File: config.mk
export PLATFORM = sky130hd
export DESIGN_NAME = md5_block_engine_flat
export DESIGN_NICKNAME = d
export VERILOG_FILES = /design/src/rtl/md5_block_engine_if.sv /design/src/rtl/md5_block_engine.sv /design/src/flat_wrapper.sv
export SDC_FILE = /design/constraint.sdc
export NUM_CORES = 2
export LEC_CHECK = 0
export BUFFER_PORTS_ARGS = -buffer_cell sky130_fd_sc_hd__buf_4
export CAP_MARGIN = 15
export CORE_ASPECT_RATIO = 1.4
export CORE_MARGIN = 3
export CORE_UTILIZATION = 55
export CTS_CLUSTER_SIZE = 28
export DETAILED_ROUTE_END_ITERATION = 6
export HOLD_SLACK_MARGIN = 0.06
export MAX_ROUTING_LAYER = met4
export PLACE_DENSITY = 0.77
export SLEW_MARGIN = 20
export SYNTH_ARGS = -nofsm -noshare
export SYNTH_HDL_FRONTEND = slang
export SYNTH_SLANG_ARGS = --single-unit
export TNS_END_PERCENT = 10
File: constraint.sdc
create_clock -name clk -period 12.42 [get_ports clk]
set_clock_uncertainty 0.15 [all_clocks]
set_input_delay 1.863 -clock clk [delete_from_list [all_inputs] [get_ports clk]]
set_output_delay 1.863 -clock clk [all_outputs]
set_load 0.1 [all_outputs]
File: src/rtl/md5_block_engine_if.sv
// Handshake/data bundle between the datapath and md5_block_engine.
// Optional `abort` line exists only when MD5_ABORT_EN is defined.
interface md5_block_engine_if;
    logic         start;
    logic [127:0] chain_in;
    logic [511:0] message;
    logic         busy;
    logic         done;
    logic [127:0] digest_out;
`ifdef MD5_ABORT_EN
    logic         abort;
`endif

    modport master (
`ifdef MD5_ABORT_EN
        output abort,
`endif
        output start, chain_in, message,
        input  busy, done, digest_out
    );

    modport slave (
`ifdef MD5_ABORT_EN
        input  abort,
`endif
        input  start, chain_in, message,
        output busy, done, digest_out
    );
endinterface

File: src/rtl/md5_block_engine.sv
// Iterative MD5 compression: one 512-bit block, one step per clock,
// 64 steps, then the chaining value is added back in.
// Optional feature macro: MD5_ABORT_EN (adds an abort input on the interface).
module md5_block_engine (
    input  logic               clk,
    input  logic               reset,
    md5_block_engine_if.slave  bus
);
    typedef enum logic [1:0] {IDLE, RUN, FINAL} state_t;

    // K[i] = floor(|sin(i+1)| * 2^32)
    localparam logic [31:0] K_ROM [0:63] = '{
        32'hd76aa478, 32'he8c7b756, 32'h242070db, 32'hc1bdceee,
        32'hf57c0faf, 32'h4787c62a, 32'ha8304613, 32'hfd469501,
        32'h698098d8, 32'h8b44f7af, 32'hffff5bb1, 32'h895cd7be,
        32'h6b901122, 32'hfd987193, 32'ha679438e, 32'h49b40821,
        32'hf61e2562, 32'hc040b340, 32'h265e5a51, 32'he9b6c7aa,
        32'hd62f105d, 32'h02441453, 32'hd8a1e681, 32'he7d3fbc8,
        32'h21e1cde6, 32'hc33707d6, 32'hf4d50d87, 32'h455a14ed,
        32'ha9e3e905, 32'hfcefa3f8, 32'h676f02d9, 32'h8d2a4c8a,
        32'hfffa3942, 32'h8771f681, 32'h6d9d6122, 32'hfde5380c,
        32'ha4beea44, 32'h4bdecfa9, 32'hf6bb4b60, 32'hbebfbc70,
        32'h289b7ec6, 32'heaa127fa, 32'hd4ef3085, 32'h04881d05,
        32'hd9d4d039, 32'he6db99e5, 32'h1fa27cf8, 32'hc4ac5665,
        32'hf4292244, 32'h432aff97, 32'hab9423a7, 32'hfc93a039,
        32'h655b59c3, 32'h8f0ccc92, 32'hffeff47d, 32'h85845dd1,
        32'h6fa87e4f, 32'hfe2ce6e0, 32'ha3014314, 32'h4e0811a1,
        32'hf7537e82, 32'hbd3af235, 32'h2ad7d2bb, 32'heb86d391
    };

    // Rotate amounts, indexed [round][step mod 4]
    localparam logic [4:0] SHIFT [0:3][0:3] = '{
        '{5'd7, 5'd12, 5'd17, 5'd22},
        '{5'd5, 5'd9,  5'd14, 5'd20},
        '{5'd4, 5'd11, 5'd16, 5'd23},
        '{5'd6, 5'd10, 5'd15, 5'd21}
    };

    state_t       r_state, w_state_nxt;
    logic [5:0]   r_i;
    logic [31:0]  r_a, r_b, r_c, r_d;
    logic [127:0] r_chain;
    logic [511:0] r_msg;
    logic         r_done;
    logic [127:0] r_digest;

    logic         w_abort, w_accept, w_step, w_finish;
    logic [31:0]  w_f, w_k, w_m, w_sum, w_rot, w_b_nxt;
    logic [3:0]   w_g;
    logic [4:0]   w_s;

`ifdef MD5_ABORT_EN
    assign w_abort = bus.abort;
`else
    assign w_abort = 1'b0;
`endif

    // Next-state and step/accept/finish strobes
    always_comb begin
        w_state_nxt = r_state;
        w_accept    = 1'b0;
        w_step      = 1'b0;
        w_finish    = 1'b0;
        case (r_state)
            IDLE: begin
                if (bus.start) begin
                    w_state_nxt = RUN;
                    w_accept    = 1'b1;
                end
            end
            RUN: begin
                if (w_abort) begin
                    w_state_nxt = IDLE;
                end else begin
                    w_step = 1'b1;
                    if (r_i == 6'd63) w_state_nxt = FINAL;
                end
            end
            FINAL: begin
                w_state_nxt = IDLE;
                w_finish    = !w_abort;
            end
            default: w_state_nxt = IDLE;
        endcase
    end

    // Round function and message-word index for the current step
    always_comb begin
        w_f = 32'h0;
        w_g = 4'h0;
        case (r_i[5:4])
            2'd0: begin
                w_f = (r_b & r_c) | (~r_b & r_d);
                w_g = r_i[3:0];
            end
            2'd1: begin
                w_f = (r_d & r_b) | (~r_d & r_c);
                w_g = r_i[3:0] * 4'd5 + 4'd1;
            end
            2'd2: begin
                w_f = r_b ^ r_c ^ r_d;
                w_g = r_i[3:0] * 4'd3 + 4'd5;
            end
            default: begin
                w_f = r_c ^ (r_b | ~r_d);
                w_g = r_i[3:0] * 4'd7;
            end
        endcase
    end

    assign w_k     = K_ROM[r_i];
    assign w_s     = SHIFT[r_i[5:4]][r_i[1:0]];
    assign w_m     = r_msg[{w_g, 5'b0} +: 32];
    assign w_sum   = r_a + w_f + w_k + w_m;
    assign w_rot   = (w_sum << w_s) | (w_sum >> (6'd32 - {1'b0, w_s}));
    assign w_b_nxt = r_b + w_rot;

    // State register
    always_ff @(posedge clk) begin
        if (reset) r_state <= IDLE;
        else       r_state <= w_state_nxt;
    end

    // Working registers, step counter and digest
    always_ff @(posedge clk) begin
        if (reset) begin
            r_i      <= 6'd0;
            r_a      <= 32'h0;
            r_b      <= 32'h0;
            r_c      <= 32'h0;
            r_d      <= 32'h0;
            r_chain  <= 128'h0;
            r_msg    <= 512'h0;
            r_done   <= 1'b0;
            r_digest <= 128'h0;
        end else begin
            r_done <= w_finish;
            if (w_accept) begin
                r_chain <= bus.chain_in;
                r_msg   <= bus.message;
                r_a     <= bus.chain_in[31:0];
                r_b     <= bus.chain_in[63:32];
                r_c     <= bus.chain_in[95:64];
                r_d     <= bus.chain_in[127:96];
                r_i     <= 6'd0;
            end else if (w_step) begin
                r_a <= r_d;
                r_b <= w_b_nxt;
                r_c <= r_b;
                r_d <= r_c;
                r_i <= r_i + 6'd1;
            end
            // Per-word add; no carry crosses word boundaries
            if (w_finish) begin
                r_digest <= {r_chain[127:96] + r_d, r_chain[95:64] + r_c,
                             r_chain[63:32]  + r_b, r_chain[31:0]  + r_a};
            end
        end
    end

    assign bus.busy       = (r_state != IDLE);
    assign bus.done       = r_done;
    assign bus.digest_out = r_digest;
endmodule
File: src/flat_wrapper.sv
// flat-port wrapper written by rule: the top's interface ports become plain ports
module md5_block_engine_flat 
  (clk, reset, bus_start, bus_chain_in, bus_message, bus_busy, bus_done, bus_digest_out);
  md5_block_engine_if bus_i ();
  input  logic clk;
  input  logic reset;
  input wire logic [$bits(bus_i.start)-1:0] bus_start;
  input wire logic [$bits(bus_i.chain_in)-1:0] bus_chain_in;
  input wire logic [$bits(bus_i.message)-1:0] bus_message;
  output wire logic [$bits(bus_i.busy)-1:0] bus_busy;
  output wire logic [$bits(bus_i.done)-1:0] bus_done;
  output wire logic [$bits(bus_i.digest_out)-1:0] bus_digest_out;
  assign bus_i.start = bus_start;
  assign bus_i.chain_in = bus_chain_in;
  assign bus_i.message = bus_message;
  assign bus_busy = bus_i.busy;
  assign bus_done = bus_i.done;
  assign bus_digest_out = bus_i.digest_out;
  md5_block_engine u_core (.clk(clk), .reset(reset), .bus(bus_i));
endmodule
* After elaboration in Yosys (flattened, before gate mapping)
Memories as Yosys holds them, arrays and structs flattened.
Index checks and enable logic that the tools add are counted.
** Cells by class
- Add/subtract/negate cells :: 12
- Multipliers :: 3
- Magnitude comparators :: 3
- Eq/ne operators :: 7
- Shifts and indexed selects :: 3
- Mux-type cells :: 25
- Bitwise operators :: 16
- Reduce and logical (&&, ||, !) cells :: 6
** Operators with widths (number)
- 512-bit by 10-bit variable part select with 32-bit output :: 1
- 32-bit two-way mux :: 10
- 32-bit adder :: 8
- 32-bit AND :: 4
- 32-bit bitwise OR :: 4
- 32-bit case mux with 3 select lines :: 1
- 32-bit XOR :: 3
- 32-bit inverter :: 2
- 20-bit binary-select mux with 2-bit select :: 1
- 20-bit two-way mux :: 2
- 32-bit by 5-bit << shifter with 32-bit output :: 1
- 32-bit by 6-bit >> shifter with 32-bit output :: 1
- 4-bit case mux with 3 select lines :: 1
- 5-bit binary-select mux with 2-bit select :: 1
- 5-bit two-way mux :: 2
- 4-bit by 3-bit multiplier with 4-bit output (second input constant) :: 2
- 7-bit >= comparator (second input constant) :: 1
- 6-bit inverter with 7-bit output :: 1
- 6-bit by 1-bit adder with 6-bit output (second input constant) :: 1
- 6-bit equality test (second input constant) :: 1
- 3-bit >= comparator (second input constant) :: 2
- 2-bit inverter with 3-bit output :: 2
- 6-bit by 5-bit subtractor with 6-bit output (first input constant) :: 1
- 4-bit by 1-bit adder with 4-bit output (second input constant) :: 1
- 13 further kinds :: 21
** Word-level totals
- Bits in registers :: 905
- Bits in read-only memories :: 2048
- Input port bits :: 643
- Output and inout port bits :: 130
- Logic and storage cells :: 86
- Memories :: 1
** Memory list
- (name not given) :: depth 64, width 32, rd ports 1, clocked after memory_dff 0, wr ports 0, line md5_block_engine.sv:111 : assign w_k = K_ROM[r_i];

* Logic depth before layout (Yosys ltp)
- Depth after elaboration :: 13
- Mapped depth :: 47

* Worst setup path after synthesis
No wires, ideal clock.
- Path type :: register -> register
- Start :: reg u_core.r_i[2]
- End :: reg u_core.r_b[31]
- Setup time :: 134 ps
- Arrival time :: 10835 ps
- Data required time :: 12136 ps
- Path slack :: 1301 ps
- Cell stages (with the launch flop) :: 46
- Path buffers :: 6
- Cells stage by stage :: dfxtp_1 buf_4 clkbuf_1 inv_1 clkbuf_1 buf_1 ha_1 fa_1 xnor2_1 xnor2_1 a222oi_1 o21ai_1 clkbuf_1 buf_1 a21oi_1 a21oi_1 fa_1 inv_1 [... 10 more ...] a21oi_1 nand3_1 o211a_1 a22oi_1 mux2_2 o22ai_1 ha_1 o21ai_0 o21ai_0 a31o_2 a2111oi_1 o31ai_1 a2111oi_1 nor3_1 o41a_1 and4_1 o22ai_1 o211ai_1
** On the way
- Word-level cells in the longest chain between the ends :: 11
- Elaborated cells on any way between the ends :: 19
** Ends and longest elaborated chain
- start, declared :: line md5_block_engine.sv:40 : logic [5:0] r_i;
- start signal, assigned :: line md5_block_engine.sv:151 : r_i <= r_i + 6'd1;
- parallel branches: the longest is 5 deep, another holds 4-bit by 2-bit multiplier with 4-bit output
- 32-bit adder * :: line md5_block_engine.sv:114 : assign w_sum = r_a + w_f + w_k + w_m;
- 32-bit by 6-bit >> shifter with 32-bit output / 32-bit by 5-bit << shifter with 32-bit output (equally long branches) :: line md5_block_engine.sv:115 : assign w_rot = (w_sum << w_s) | (w_sum >> (6'd32 - {1'b0, w_s}));
- 32-bit bitwise OR * :: line md5_block_engine.sv:115
- 32-bit adder * :: line md5_block_engine.sv:116 : assign w_b_nxt = r_b + w_rot;
- 32-bit two-way mux * :: line md5_block_engine.sv:146 : end else if (w_step) begin
- 32-bit two-way mux * :: line md5_block_engine.sv:138 : if (w_accept) begin
- end signal, assigned :: line md5_block_engine.sv:142 : r_b <= bus.chain_in[63:32];
- end signal, assigned :: line md5_block_engine.sv:148 : r_b <= w_b_nxt;
- end, declared :: line md5_block_engine.sv:41 : logic [31:0] r_a, r_b, r_c, r_d;
Every way passes the cells marked *. The select of a mux whose other input is x is not followed.
A chain may end at the register's enable or synchronous reset.

* Worst setup path after layout
- Start :: reg u_core.r_i[4]
- End :: reg u_core.r_b[31]
** On the way
- Word-level cells in the longest chain between the ends :: 13
- Elaborated cells on any way between the ends :: 27
** Ends and longest elaborated chain (line)
- parallel branches: the longest is 9 deep, another holds 32-bit adder
- 32-bit bitwise OR * :: md5_block_engine.sv:115
- 32-bit adder * :: md5_block_engine.sv:116
- 32-bit two-way mux * :: md5_block_engine.sv:146
- 32-bit two-way mux * :: md5_block_engine.sv:138
Marked as above.

==> results.sh <==
export IMPL_fin_nets=9345
export IMPL_grt_setup_unrepaired="no"
export IMPL_register_area_um2=18100
export IMPL_cts_root_buf="sky130_fd_sc_hd__clkbuf_16"
export IMPL_clkLatencyLatePin_ps=740
export IMPL_detail_route_iter0_violations=7832
export IMPL_route_met3_wl_um=25100
export IMPL_drt_total_wl_um=261000
export IMPL_floorplan_initialDensity_pct=55.6
export IMPL_dp_slack_ps=971
export IMPL_worst_ir_drop_vdd_v=0.000130
export IMPL_timing_hold_worst_class="register to register"
export IMPL_setup_violations=0
export IMPL_dr_wl_met2_um=118000
export IMPL_routedLengthMet1_um=85000
export IMPL_outcome="finished with violations"
export IMPL_post_synth_top_area_cell="sky130_fd_sc_hd__dfxtp_1"
export IMPL_timing_final_ws_setup_ps=212
export IMPL_synth_cell_area_um2=56500
export IMPL_grt_first_pass_wirelength_um=376000
export IMPL_detail_route_drc_violations=9
export IMPL_layout_area_overhead_vs_synth_pct=18.2
export IMPL_via_count_of_the_first_global_routing_pass=59400
export IMPL_min_to="u_core.r_msg[101]$_SDFFE_PP0P_"
export IMPL_worst_path_max_delay_cell="sky130_fd_sc_hd__a211oi_1"
export IMPL_failing_checks="design-rule violations"
export IMPL_fp_dieH_um=385
export IMPL_slew_limit_headroom_pct=21.9
export IMPL_grt_overflow_total=0
export IMPL_vias_per_cell=6.46
export IMPL_drive_gt1_share_pct=14.6
export IMPL_drt_first_pass_iters=7
export IMPL_path_max_fanout=80
export IMPL_fmaxAchievable_mhz=81.9
export IMPL_syn_mean_instance_area_um2=7.13
export IMPL_synth_net_count=8857
export IMPL_timing_rr_end="u_core.r_b[31]$_SDFFE_PP0P_"
export IMPL_yosysWarnings=0
export IMPL_ys_top_cells_by_area="sky130_fd_sc_hd__dfxtp_1 (32%), sky130_fd_sc_hd__nand2_1 (15%), sky130_fd_sc_hd__a21oi_1 (10%)"
export IMPL_tightestPinTransition_ps=1170
export IMPL_grt_start_max_net_pins=204
export IMPL_synth_seq_area_share_pct=32.1
export IMPL_timing_setup_tns_ps=0
export IMPL_slowest_delay_ps=930
export IMPL_grt_antenna_before_repair=11
export IMPL_finalCriticalPeriod_ps=12210
export IMPL_clk_pin_slew_worst_paths_ps=60
export IMPL_crit_type="register to register"
export IMPL_final_hold_viol_count=0
export IMPL_place_detailed_hpwl_um=197000
export IMPL_final_period_utilization_pct=98.3
export IMPL_cts_htree_levels=3
export IMPL_max_cap_violations=0
export IMPL_num_rows=138
export IMPL_port_buffer_cells=772
export IMPL_cts_num_sinks=905
export IMPL_cp_required_ps=12790
export IMPL_synth_top_flop_cell="sky130_fd_sc_hd__dfxtp_1"
export IMPL_cts_hold_buf=0
export IMPL_synth_top_area_share_pct=32.1
export IMPL_post_drt_wl_per_cell_um=26.6
export IMPL_cellLeakagePower_uw=0.0277
export IMPL_multi_input_comb_area_um2=35300
export IMPL_tritoncts_num_buffers=87
export IMPL_hold_path_depth=2
export IMPL_topRoutingLayerUsed="met4"
export IMPL_total_track_usage_pct=48.0
export IMPL_synthesized_netlist_cell_count=7925
export IMPL_fillerInstances=8696
export IMPL_setup_worst_path_start_class="register"
export IMPL_slew_viol_final=0
export IMPL_floorplan_core_area_um2=102000
export IMPL_powerDensity_nw_per_um2=166
export IMPL_synth_seq_cells=905
export IMPL_antenna_violating_nets_post_route=0
export IMPL_die_width_um=277
export IMPL_timing_critical_path_arrival_ps=12580
export IMPL_worst_r2r_path_depth=40
export IMPL_floorplan_die_area_um2=107000
export IMPL_hp_start="u_core.r_msg[101]$_SDFFE_PP0P_"
export IMPL_total_power_uw=11100
export IMPL_num_vias=63400
export IMPL_timing_critical_path_to_type="register"
export IMPL_synth_edf_count=0
export IMPL_async_reset_ff_share_pct=0
export IMPL_timing_rr_start="u_core.r_i[4]$_SDFFE_PP0P_"
export IMPL_cts_tree="yes"
export IMPL_number_of_unique_standard_cell_types_used_by_synthesis=92
export IMPL_ff2ff_setup_slack_ps=210
export IMPL_cts_root_to_sink_buffers=3
export IMPL_boundaryPins=773
export IMPL_gp_congestion=1.09
## stage by stage
step / instances / area, um2 / hold slack [ps] / util [%]
2_1_floorplan: 7925 / 56500 / 282 / -
3_3_place_gp: 9654 / 63700 / 287 / 62.7
3_5_place_dp: 9654 / 63700 / 292 / 62.7
4_1_cts: 9808 / 66700 / 300 / 65.7
5_1_grt: 9818 / 66800 / 315 / 65.8
6_report: 9820 / 66800 / 302 / 65.8
## sequential cells by signal, summed over array words and instances, names as in the netlist
name,count
u_core.r_msg,512
u_core.bus.digest_out,128
u_core.r_chain,128
u_core.r_a,32
u_core.r_b,32
u_core.r_c,32
u_core.r_d,32
u_core.r_i,6
u_core.r_state,2
u_core.bus.done,1
## area by class of cell
type,instances,share of cell area [%]
inverters,241,1.35
clock inverters,30,0.744
clock buffers,124,3.83
diodes,12,0.0450
flip-flops and latches,905,27.1
well taps,1330,2.49
repair buffers,1006,11.5
multi-input cells,6172,52.9
## Yosys cell counts (20+ instances only)
cell type                   count
sky130_fd_sc_hd__nor3b_1       20
sky130_fd_sc_hd__ha_1         220
sky130_fd_sc_hd__o311ai_0      24
sky130_fd_sc_hd__and2_1       144
sky130_fd_sc_hd__xor2_1        52
sky130_fd_sc_hd__nor2b_1       37
sky130_fd_sc_hd__fa_1          69
sky130_fd_sc_hd__dfxtp_1      905
sky130_fd_sc_hd__xnor2_1      121
sky130_fd_sc_hd__a311oi_1      81
sky130_fd_sc_hd__o2111ai_1     21
sky130_fd_sc_hd__o21a_1        41
sky130_fd_sc_hd__o21ai_0      289
sky130_fd_sc_hd__nand3_1       70
sky130_fd_sc_hd__a21oi_1     1183
sky130_fd_sc_hd__nor2_1       288
sky130_fd_sc_hd__a21o_1        87
sky130_fd_sc_hd__nand2b_1      51
sky130_fd_sc_hd__or3_1         32
sky130_fd_sc_hd__nand2_1     2297
sky130_fd_sc_hd__buf_1         66
sky130_fd_sc_hd__a31oi_1      169
sky130_fd_sc_hd__mux2i_1       70
sky130_fd_sc_hd__a211oi_1     247
sky130_fd_sc_hd__a22o_1        25
sky130_fd_sc_hd__nor3_1        57
sky130_fd_sc_hd__clkbuf_1     522
sky130_fd_sc_hd__o211ai_1      47
sky130_fd_sc_hd__inv_1        237
sky130_fd_sc_hd__o22ai_1       35
sky130_fd_sc_hd__nand3b_1      33
sky130_fd_sc_hd__o221ai_1      36
## what timing repair did
| action | in CTS | in global routing |
|---|---|---|
| buffers inserted | 0 | 0 |
| setup endpoints to repair | 0 | 1 |
| gates resized for setup | 0 | 1 |
| hold endpoints to repair | 0 | 0 |
## where the power goes
part | internal (uW) | switching [uW] | total, uW
Clock | 1620 | 1240 | 2860
Sequential | 3090 | 285 | 3380
Combinational | 1800 | 3040 | 4840
## critical path, delay by kind of cell (launching register included)
family	cells	cell delay, ps
simple gates	4	480
flops	1	350
fa+ha+maj	5	1830
compound gates	22	7570
buf+inv	9	1580
## kinds of logic after synthesis
family | after synthesis | share of synthesized area (%)
adder cells (fa/ha/maj) | 289 | 7.32
buffers and inverters | 848 | 5.71
flip-flops | 905 | 32.1
AO/OA/AOI/OAI | 2493 | 27.1
multiplexers | 98 | 2.04
XOR/XNOR | 173 | 2.68
AND/OR/NAND/NOR | 3119 | 23.1
## routing by layer
metal  global-route usage [%]  vias up
met5                        -        -
met3                     11.0     1311
met1                     48.6    29500
met4                     48.0        0
li1                         -    28500
met2                     75.4     4090
## cell usage in the layout, fill, tap and decap left out, types with 18 or more instances in the layout
master	netlist	layout
sky130_fd_sc_hd__a211oi_1	247	242
sky130_fd_sc_hd__a21o_1	87	87
sky130_fd_sc_hd__a21oi_1	1183	1179
sky130_fd_sc_hd__a22o_1	25	25
sky130_fd_sc_hd__a311oi_1	81	81
sky130_fd_sc_hd__a31oi_1	169	169
sky130_fd_sc_hd__and2_1	144	143
sky130_fd_sc_hd__and3_1	18	18
sky130_fd_sc_hd__buf_4	5	993
sky130_fd_sc_hd__clkbuf_16	0	88
sky130_fd_sc_hd__clkbuf_8	0	22
sky130_fd_sc_hd__dfxtp_1	905	902
sky130_fd_sc_hd__fa_1	69	69
sky130_fd_sc_hd__ha_1	220	218
sky130_fd_sc_hd__inv_1	237	237
sky130_fd_sc_hd__mux2i_1	70	69
sky130_fd_sc_hd__nand2_1	2297	2296
sky130_fd_sc_hd__nand2b_1	51	50
sky130_fd_sc_hd__nand3_1	70	70
sky130_fd_sc_hd__nand3b_1	33	33
sky130_fd_sc_hd__nand4_1	19	19
sky130_fd_sc_hd__nor2_1	288	286
sky130_fd_sc_hd__nor2b_1	37	35
sky130_fd_sc_hd__nor3_1	57	57
sky130_fd_sc_hd__nor3b_1	20	20
sky130_fd_sc_hd__o2111ai_1	21	21
sky130_fd_sc_hd__o211ai_1	47	47
sky130_fd_sc_hd__o21a_1	41	41
sky130_fd_sc_hd__o21ai_0	289	289
sky130_fd_sc_hd__o221ai_1	36	36
sky130_fd_sc_hd__o22ai_1	35	35
sky130_fd_sc_hd__o311ai_0	24	23
sky130_fd_sc_hd__or3_1	32	32
sky130_fd_sc_hd__xnor2_1	121	119
sky130_fd_sc_hd__xor2_1	52	52
## how the worst max path moves through the flow
stage | startpoint | endpoint | slack (ps) | depth (start not counted)
after floorplan | u_core.r_i[2]$_SDFFE_PP0P_ | u_core.r_b[31]$_SDFFE_PP0P_ | 1300 | 45
after global placement | u_core.r_i[4]$_SDFFE_PP0P_ | u_core.r_b[31]$_SDFFE_PP0P_ | 1070 | 41
after detailed placement | u_core.r_i[4]$_SDFFE_PP0P_ | u_core.r_b[31]$_SDFFE_PP0P_ | 970 | 40
after CTS | u_core.r_i[4]$_SDFFE_PP0P_ | u_core.r_b[31]$_SDFFE_PP0P_ | 920 | 40
after global routing | u_core.r_i[4]$_SDFFE_PP0P_ | u_core.r_b[31]$_SDFFE_PP0P_ | 50 | 42
final | u_core.r_i[4]$_SDFFE_PP0P_ | u_core.r_b[31]$_SDFFE_PP0P_ | 210 | 40
(Power assumes the default switching activity.)
